===== config.mk =====
export PLATFORM = sky130hd
export DESIGN_NAME = hd_beat_seq_flat
export DESIGN_NICKNAME = d
export VERILOG_FILES = /design/src/rtl/hd_beat_if.sv /design/src/rtl/hd_beat_seq.sv /design/src/flat_wrapper.sv
export SDC_FILE = /design/constraint.sdc
export NUM_CORES = 1
export LEC_CHECK = 0
export ABC_AREA = 1
export CAP_MARGIN = 15
export CORE_AREA = 2 2 39 41
export CTS_BUF_LIST = sky130_fd_sc_hd__clkbuf_8 sky130_fd_sc_hd__clkbuf_16
export DETAILED_ROUTE_END_ITERATION = 12
export DIE_AREA = 0 0 41 43
export GPL_TIMING_DRIVEN = 0
export HOLD_SLACK_MARGIN = 0.1
export PLACE_DENSITY = 0.55
export SLEW_MARGIN = 25
export SYNTH_ARGS = -nofsm -noshare
export SYNTH_HDL_FRONTEND = slang
export SYNTH_SLANG_ARGS = --single-unit

===== constraint.sdc =====
create_clock -name T3 -period 1.7 [get_ports T3]
set_input_delay 0.51 -clock T3 [delete_from_list [all_inputs] [get_ports T3]]
set_output_delay 0.51 -clock T3 [all_outputs]
set_load 0.01 [all_outputs]

===== src/rtl/hd_beat_if.sv =====
// Interface between the front-panel/decoder logic and the hd_beat_seq sequencer.
// The master modport is the controller side: it drives the requests and
// decoder strobes and watches the beats and interrupt state. The slave
// modport is the sequencer itself. Signal names follow the HD-CPU schematic.
interface hd_beat_if;
    // Controller requests and decoder strobes, sampled on the falling edge of T3
    logic       QD;        // console start pulse
    logic       SHORT;     // end machine cycle after W1
    logic       LONG;      // extend machine cycle to W3
    logic       STOP;      // halt after the current beat
    logic       RUN_MODE;  // console in program-execution mode
    logic       IRET;      // IRET in the current instruction
    logic       EI_SET;    // enable-interrupt pulse
    logic       EI_CLR;    // disable-interrupt pulse
    logic       PULSE;     // asynchronous interrupt request level

    // Sequencer state, all registered
    logic [3:1] W;         // one-hot beat
    logic       RUN;       // sequencer advancing
    logic       EI;        // interrupt enable
    logic       INT_PEND;  // request latched, not yet accepted
    logic       INTA;      // one-cycle acknowledge
    logic [2:0] INT_STEP;  // 0 normal, 1..3 save, 4..5 restore

    modport master (
        output QD, SHORT, LONG, STOP, RUN_MODE, IRET, EI_SET, EI_CLR, PULSE,
        input  W, RUN, EI, INT_PEND, INTA, INT_STEP
    );

    modport slave (
        input  QD, SHORT, LONG, STOP, RUN_MODE, IRET, EI_SET, EI_CLR, PULSE,
        output W, RUN, EI, INT_PEND, INTA, INT_STEP
    );
endinterface


===== src/rtl/hd_beat_seq.sv =====
// hd_beat_seq: beat sequencer and interrupt-step scheduler for the HD-CPU
// hardwired controller.
//
// Generates the one-hot W[3:1] machine-cycle beats under SHORT/LONG/STOP/QD
// control and, when the macro HD_BEAT_INT_EN is defined, latches external
// interrupt requests and steps the controller through the save (1..3) and
// restore (4..5) sequences. Without HD_BEAT_INT_EN the interrupt outputs are
// tied off (EI=1, everything else 0) and the PULSE synchroniser is absent.
//
// All state changes on the falling edge of T3; CLR is an asynchronous
// active-low reset. Every output comes straight from a flop.
module hd_beat_seq #(
    parameter int SYNC_STAGES = 2   // PULSE synchroniser depth, 2..3
) (
    input  logic       T3,
    input  logic       CLR,
    hd_beat_if.slave   bus
);

    localparam logic [3:1] BEAT_W1 = 3'b001;
    localparam logic [3:1] BEAT_W2 = 3'b010;
    localparam logic [3:1] BEAT_W3 = 3'b100;

    // ------------------------------------------------------------------
    // Beat sequencer
    // ------------------------------------------------------------------
    logic [3:1] w_q;
    logic [3:1] w_d;
    logic [3:1] w_adv;      // beat that follows w_q if the sequencer advances
    logic       run_q;
    logic       run_d;

    // Successor beat; an illegal (non one-hot) value recovers to W1
    always_comb begin
        w_adv = BEAT_W1;
        case (w_q)
            BEAT_W1: w_adv = bus.SHORT ? BEAT_W1 : BEAT_W2;
            BEAT_W2: w_adv = bus.LONG  ? BEAT_W3 : BEAT_W1;
            BEAT_W3: w_adv = BEAT_W1;
            default: w_adv = BEAT_W1;
        endcase
    end

    // Advance when running (STOP finishes the beat then halts); QD only starts
    always_comb begin
        w_d   = w_q;
        run_d = run_q;
        if (run_q) begin
            w_d = w_adv;
            if (bus.STOP) begin
                run_d = 1'b0;
            end
        end else if (bus.QD) begin
            run_d = 1'b1;
        end
    end

    // Beat and run state registers
    always_ff @(negedge T3 or negedge CLR) begin
        if (!CLR) begin
            w_q   <= BEAT_W1;
            run_q <= 1'b0;
        end else begin
            w_q   <= w_d;
            run_q <= run_d;
        end
    end

    assign bus.W   = w_q;
    assign bus.RUN = run_q;

`ifdef HD_BEAT_INT_EN
    // ------------------------------------------------------------------
    // Interrupt logic
    // ------------------------------------------------------------------
    // Depth outside 2..3 is clamped rather than rejected
    localparam int SYNC_N = (SYNC_STAGES < 2) ? 2 :
                            (SYNC_STAGES > 3) ? 3 : SYNC_STAGES;

    logic [SYNC_N-1:0] sync_q;       // PULSE synchroniser chain
    logic              sync_prev_q;  // previous synchronised level
    logic              pulse_rise;
    logic              boundary;
    logic              accept;

    logic              ei_q;
    logic              ei_d;
    logic              int_pend_q;
    logic              int_pend_d;
    logic              inta_q;
    logic              inta_d;
    logic [2:0]        int_step_q;
    logic [2:0]        int_step_d;

    // Synchroniser chain: stage 0 samples PULSE, later stages shift it along
    for (genvar gi = 0; gi < SYNC_N; gi++) begin : g_sync
        if (gi == 0) begin : g_first
            // First stage captures the asynchronous request
            always_ff @(negedge T3 or negedge CLR) begin
                if (!CLR) begin
                    sync_q[gi] <= 1'b0;
                end else begin
                    sync_q[gi] <= bus.PULSE;
                end
            end
        end else begin : g_next
            // Later stages resolve metastability
            always_ff @(negedge T3 or negedge CLR) begin
                if (!CLR) begin
                    sync_q[gi] <= 1'b0;
                end else begin
                    sync_q[gi] <= sync_q[gi-1];
                end
            end
        end
    end

    // Edge detector on the synchronised level
    always_ff @(negedge T3 or negedge CLR) begin
        if (!CLR) begin
            sync_prev_q <= 1'b0;
        end else begin
            sync_prev_q <= sync_q[SYNC_N-1];
        end
    end

    assign pulse_rise = sync_q[SYNC_N-1] & ~sync_prev_q;

    // An instruction boundary is an advancing edge that lands on W1 in run mode
    assign boundary = run_q & (w_adv == BEAT_W1) & bus.RUN_MODE;
    assign accept   = boundary & int_pend_q & ei_q & (int_step_q == 3'd0);

    // Interrupt enable, pending flag, acknowledge and step scheduling
    always_comb begin
        ei_d       = ei_q;
        int_pend_d = int_pend_q;
        int_step_d = int_step_q;
        inta_d     = accept;

        // Software enable/disable; disable wins when both strobe together
        if (bus.EI_SET) begin
            ei_d = 1'b1;
        end
        if (bus.EI_CLR) begin
            ei_d = 1'b0;
        end

        // A fresh request is latched even if an older one is accepted now
        if (accept) begin
            int_pend_d = 1'b0;
        end
        if (pulse_rise) begin
            int_pend_d = 1'b1;
        end

        if (boundary) begin
            if (accept) begin
                // Acceptance outranks a simultaneous IRET, which is dropped
                int_step_d = 3'd1;
                ei_d       = 1'b0;
            end else begin
                case (int_step_q)
                    3'd0:    int_step_d = bus.IRET ? 3'd4 : 3'd0;
                    3'd1:    int_step_d = 3'd2;
                    3'd2:    int_step_d = 3'd3;
                    3'd3:    int_step_d = 3'd0;
                    3'd4:    int_step_d = 3'd5;
                    3'd5: begin
                        int_step_d = 3'd0;
                        ei_d       = 1'b1;   // restore complete, re-enable
                    end
                    default: int_step_d = 3'd0;   // 6,7 unreachable: recover
                endcase
            end
        end
    end

    // Interrupt state registers
    always_ff @(negedge T3 or negedge CLR) begin
        if (!CLR) begin
            ei_q       <= 1'b1;
            int_pend_q <= 1'b0;
            inta_q     <= 1'b0;
            int_step_q <= 3'd0;
        end else begin
            ei_q       <= ei_d;
            int_pend_q <= int_pend_d;
            inta_q     <= inta_d;
            int_step_q <= int_step_d;
        end
    end

    assign bus.EI       = ei_q;
    assign bus.INT_PEND = int_pend_q;
    assign bus.INTA     = inta_q;
    assign bus.INT_STEP = int_step_q;
`else
    // ------------------------------------------------------------------
    // Interrupts disabled: constant outputs, strobes ignored
    // ------------------------------------------------------------------
    logic        int_inputs_unused;
    logic [31:0] sync_cfg_unused;

    assign int_inputs_unused = ^{bus.PULSE, bus.IRET, bus.EI_SET,
                                 bus.EI_CLR, bus.RUN_MODE};
    assign sync_cfg_unused   = SYNC_STAGES;

    assign bus.EI       = 1'b1;
    assign bus.INT_PEND = 1'b0;
    assign bus.INTA     = 1'b0;
    assign bus.INT_STEP = 3'd0;
`endif

endmodule


===== src/flat_wrapper.sv =====
// flat-port wrapper written by rule: the top's interface ports become plain ports
module hd_beat_seq_flat 
#(
    parameter int SYNC_STAGES = 2                                    
)
  (T3, CLR, bus_QD, bus_SHORT, bus_LONG, bus_STOP, bus_RUN_MODE, bus_IRET, bus_EI_SET, bus_EI_CLR, bus_PULSE, bus_W, bus_RUN, bus_EI, bus_INT_PEND, bus_INTA, bus_INT_STEP);
  hd_beat_if bus_i ();
  input  logic T3;
  input  logic CLR;
  input wire logic [$bits(bus_i.QD)-1:0] bus_QD;
  input wire logic [$bits(bus_i.SHORT)-1:0] bus_SHORT;
  input wire logic [$bits(bus_i.LONG)-1:0] bus_LONG;
  input wire logic [$bits(bus_i.STOP)-1:0] bus_STOP;
  input wire logic [$bits(bus_i.RUN_MODE)-1:0] bus_RUN_MODE;
  input wire logic [$bits(bus_i.IRET)-1:0] bus_IRET;
  input wire logic [$bits(bus_i.EI_SET)-1:0] bus_EI_SET;
  input wire logic [$bits(bus_i.EI_CLR)-1:0] bus_EI_CLR;
  input wire logic [$bits(bus_i.PULSE)-1:0] bus_PULSE;
  output wire logic [$bits(bus_i.W)-1:0] bus_W;
  output wire logic [$bits(bus_i.RUN)-1:0] bus_RUN;
  output wire logic [$bits(bus_i.EI)-1:0] bus_EI;
  output wire logic [$bits(bus_i.INT_PEND)-1:0] bus_INT_PEND;
  output wire logic [$bits(bus_i.INTA)-1:0] bus_INTA;
  output wire logic [$bits(bus_i.INT_STEP)-1:0] bus_INT_STEP;
  assign bus_i.QD = bus_QD;
  assign bus_i.SHORT = bus_SHORT;
  assign bus_i.LONG = bus_LONG;
  assign bus_i.STOP = bus_STOP;
  assign bus_i.RUN_MODE = bus_RUN_MODE;
  assign bus_i.IRET = bus_IRET;
  assign bus_i.EI_SET = bus_EI_SET;
  assign bus_i.EI_CLR = bus_EI_CLR;
  assign bus_i.PULSE = bus_PULSE;
  assign bus_W = bus_i.W;
  assign bus_RUN = bus_i.RUN;
  assign bus_EI = bus_i.EI;
  assign bus_INT_PEND = bus_i.INT_PEND;
  assign bus_INTA = bus_i.INTA;
  assign bus_INT_STEP = bus_i.INT_STEP;
  hd_beat_seq #(.SYNC_STAGES(SYNC_STAGES)) u_core (.T3(T3), .CLR(CLR), .bus(bus_i));
endmodule

Yosys cells after proc, flatten, opt, wreduce, memory -nomap -nowiden. Index checks and enable logic that the tools add are counted.

Word-level logic and storage cells: 10. Register bits after elaboration: 4.

Equality and inequality tests: 2. Muxes and demuxes: 6.

Operators with widths (number): 3-bit case mux with 2 select lines (1); 3-bit by 1-bit == test with 1-bit output (second input constant) (1); 3-bit by 2-bit == test with 1-bit output (second input constant) (1); 1-bit 2-to-1 mux (3); 3-bit 2-to-1 mux (1); 2-bit 2-to-1 mux (1).

Longest topological paths before layout.
Depth in word-level cells: 2. Mapped depth: 5.

==> metrics.txt <==
status finished, violations left; failing checks setup timing; ANT cells 0; Synth top area share 33.0%; Post-Route WL 470 µm; post-DR vias/cell between 3 and 4; vias in the first global route about 230; die span in x ~41 µm; CP peak stage delay 530 ps; Synth Flop Type dfrtn_1; Overflow after GRT 0; Post-Synthesis Cells 29; post-route antenna net violation count 0; buffers added on ports 9; CP max stage cell dfstp_2; Yosys warnings 0; Synth Cell Area 228 µm²; Worst Reg-to-Reg Cells 4; HP Start u_core.bus.W[3]; Power Density 1270 nW/µm²; CP endpoint kind output pin; Seq/Total Area, Yosys 44.5%; Post-synth EDFFs 0; Fin. Hold Viols 0; worst min-delay path class reg -> reg; Yosys reg bits 4; die height 43 µm; clk buf depth 2; Final Skew 40.8 ps; R2R setup slack ~640 ps; Clock transition at path regs 30 ps; clk sink count 4; later-pin clock latency in the skew report 280 ps; routability cong. 0.629; final setup margin -561 ps; final-report setup violation count 4; number of hold buffers added after CTS 0; NumNets Final 63; FP Rows 14; Vias between 200 and 250; hold path endpoint u_core.bus.W[3]; critical path required time 1190 ps; CORE AREA 1380 µm²; Max IR drop VDD 437 µV; CTS buffer count 3; first-pass GRT wire length 841 µm; top post-synthesis cells by count buf_4 (6), nand2_1 (6), inv_1 (4); Synth cell types 12; share of layout cells above drive strength 1 between 30 and 40%; delay-heaviest family, CP flip-flops; DRC 0; Placement Setup Slack -705 ps; Worst setup SP type flip-flop; RSZ-0062 raised after global routing yes; cell area after layout roughly 420 µm²; TritonRoute pass-1 iters 2; DR iter-0 viols 1; Total Negative Setup Slacks -1840 ps; root buf cell clkbuf_8; H-tree depth 1; ys async rst share 100%; CTS tree done; R2R Path End u_core.bus.W[3]; DP Area 353 µm²; DIE AREA 1760 µm²; Max Cap Viol 0; Min-Delay Path Depth 3; crit path cell chain buf_6; Initial Util 16.5%; initial antenna violation count 0; worst-path fanout max 2; class of the most critical setup path reg -> out; top cell type by total area after synthesis dfrtn_1; Mean Syn Cell Area between 7 and 8 µm²; CP arrival roughly 1800 ps; Leak 0.238 nW; top cells by area, synth dfrtn_1 (33%), buf_4 (20%), dfstp_2 (12%), nand2_1 (9.9%), inv_1 (6.6%); CP Buf/Inv Count 1; # IOs 21; DR WL/cell 7.01 µm; Reg-to-Reg Start u_core.bus.W[1]; count of final max-slew check failures 0; pin count of the biggest net entering global routing 8; Synth-to-Final Area Change 83.5%; Global Route Usage Sum 7.26%
## report_power, final
part | switching, W | leakage [nW] | total [W] | internal (W)
Combinational | 0.0000819 | 0.156 | 0.000177 | 0.0000951
Sequential | 0.0000139 | 0.0495 | 0.000142 | 0.000128
Clock | 0.0000544 | 0.0322 | 0.000212 | 0.000157
## state kept, by name, indices dropped and copies added, names as in the netlist
signal	count
u_core.bus.W	3
u_core.bus.RUN	1
## what timing repair did
item / CTS / global route
cloned: 0 / 0
pin swaps: 5 / 1
gates resized for setup: 22 / 1
endpoints found under the setup margin: 8 / 5
endpoints found under the hold margin: 0 / 0
setup buffers: 4 / 1
## worst min-delay path, stage by stage, from the launching register on
cell	delay [ps]
dfrtn_1	400
buf_4	120
nand2_1	40
o21ai_1	60
## cell type report
cell class / count / area (µm²)
fill: 168 / 966
buffer: 6 / 45.0
inverter: 3 / 11.3
clock inverter: 2 / 7.51
multi-input combinational: 19 / 81.3
clock buffer: 3 / 41.3
timing repair buffer: 14 / 110
tap: 16 / 20.0
sequential: 4 / 101
## cell families (layout without fill, tap and decap cells)
logic type | Yosys count | in the layout | share of synthesized area [%]
AND/OR/NAND/NOR | 10 | 10 | 19.2
other | 2 | 6 | 3.30
flip-flops | 4 | 4 | 44.5
AO/OA/AOI/OAI | 3 | 3 | 6.59
buffers and inverters | 10 | 28 | 26.4
## layer usage
metal / global-route usage (%) / share of wire [%]
met2: 10.6 / 47
met5: 0 / 0
met3: 3.14 / 13
met1: 7.49 / 40
met4: 6.00 / 0
## stage by stage
stage                     std cells  utilization, %  total power (W)  hold slack (ps)
final                            67            30.2         0.000530              560
after global routing             67            30.2         0.000566              587
after CTS                        66            29.6         0.000530              543
after detailed placement         58            25.5         0.000299              472
after global placement           58            25.5         0.000297              470
after floorplan                  33               -         0.000229              480
## how the worst max path moves through the flow
stage          slack (ps)  cells after the start        to       startpoint
2_1_floorplan        -200                      0  bus_W[0]  u_core.bus.W[1]
3_3_place_gp         -710                      1  bus_W[0]  u_core.bus.W[1]
3_5_place_dp         -700                      1  bus_W[0]  u_core.bus.W[1]
4_1_cts              -570                      1  bus_W[0]  u_core.bus.W[1]
5_1_grt              -590                      1  bus_W[0]  u_core.bus.W[1]
6_report             -560                      1  bus_W[0]  u_core.bus.W[1]
## layout by cell type (no fill, tap or decap)
master / n
dfstp_2: 1
clkdlybuf4s50_1: 1
inv_1: 5
clkdlybuf4s15_1: 1
clkbuf_8: 3
nand3_1: 1
o21ai_1: 3
dlygate4sd2_1: 3
buf_6: 1
nor2_1: 1
nand2_1: 6
nor2_2: 1
dfrtn_1: 3
nand4_1: 1
conb_1: 6
buf_4: 11
buf_2: 3
Power figures use the tool's default switching activity.
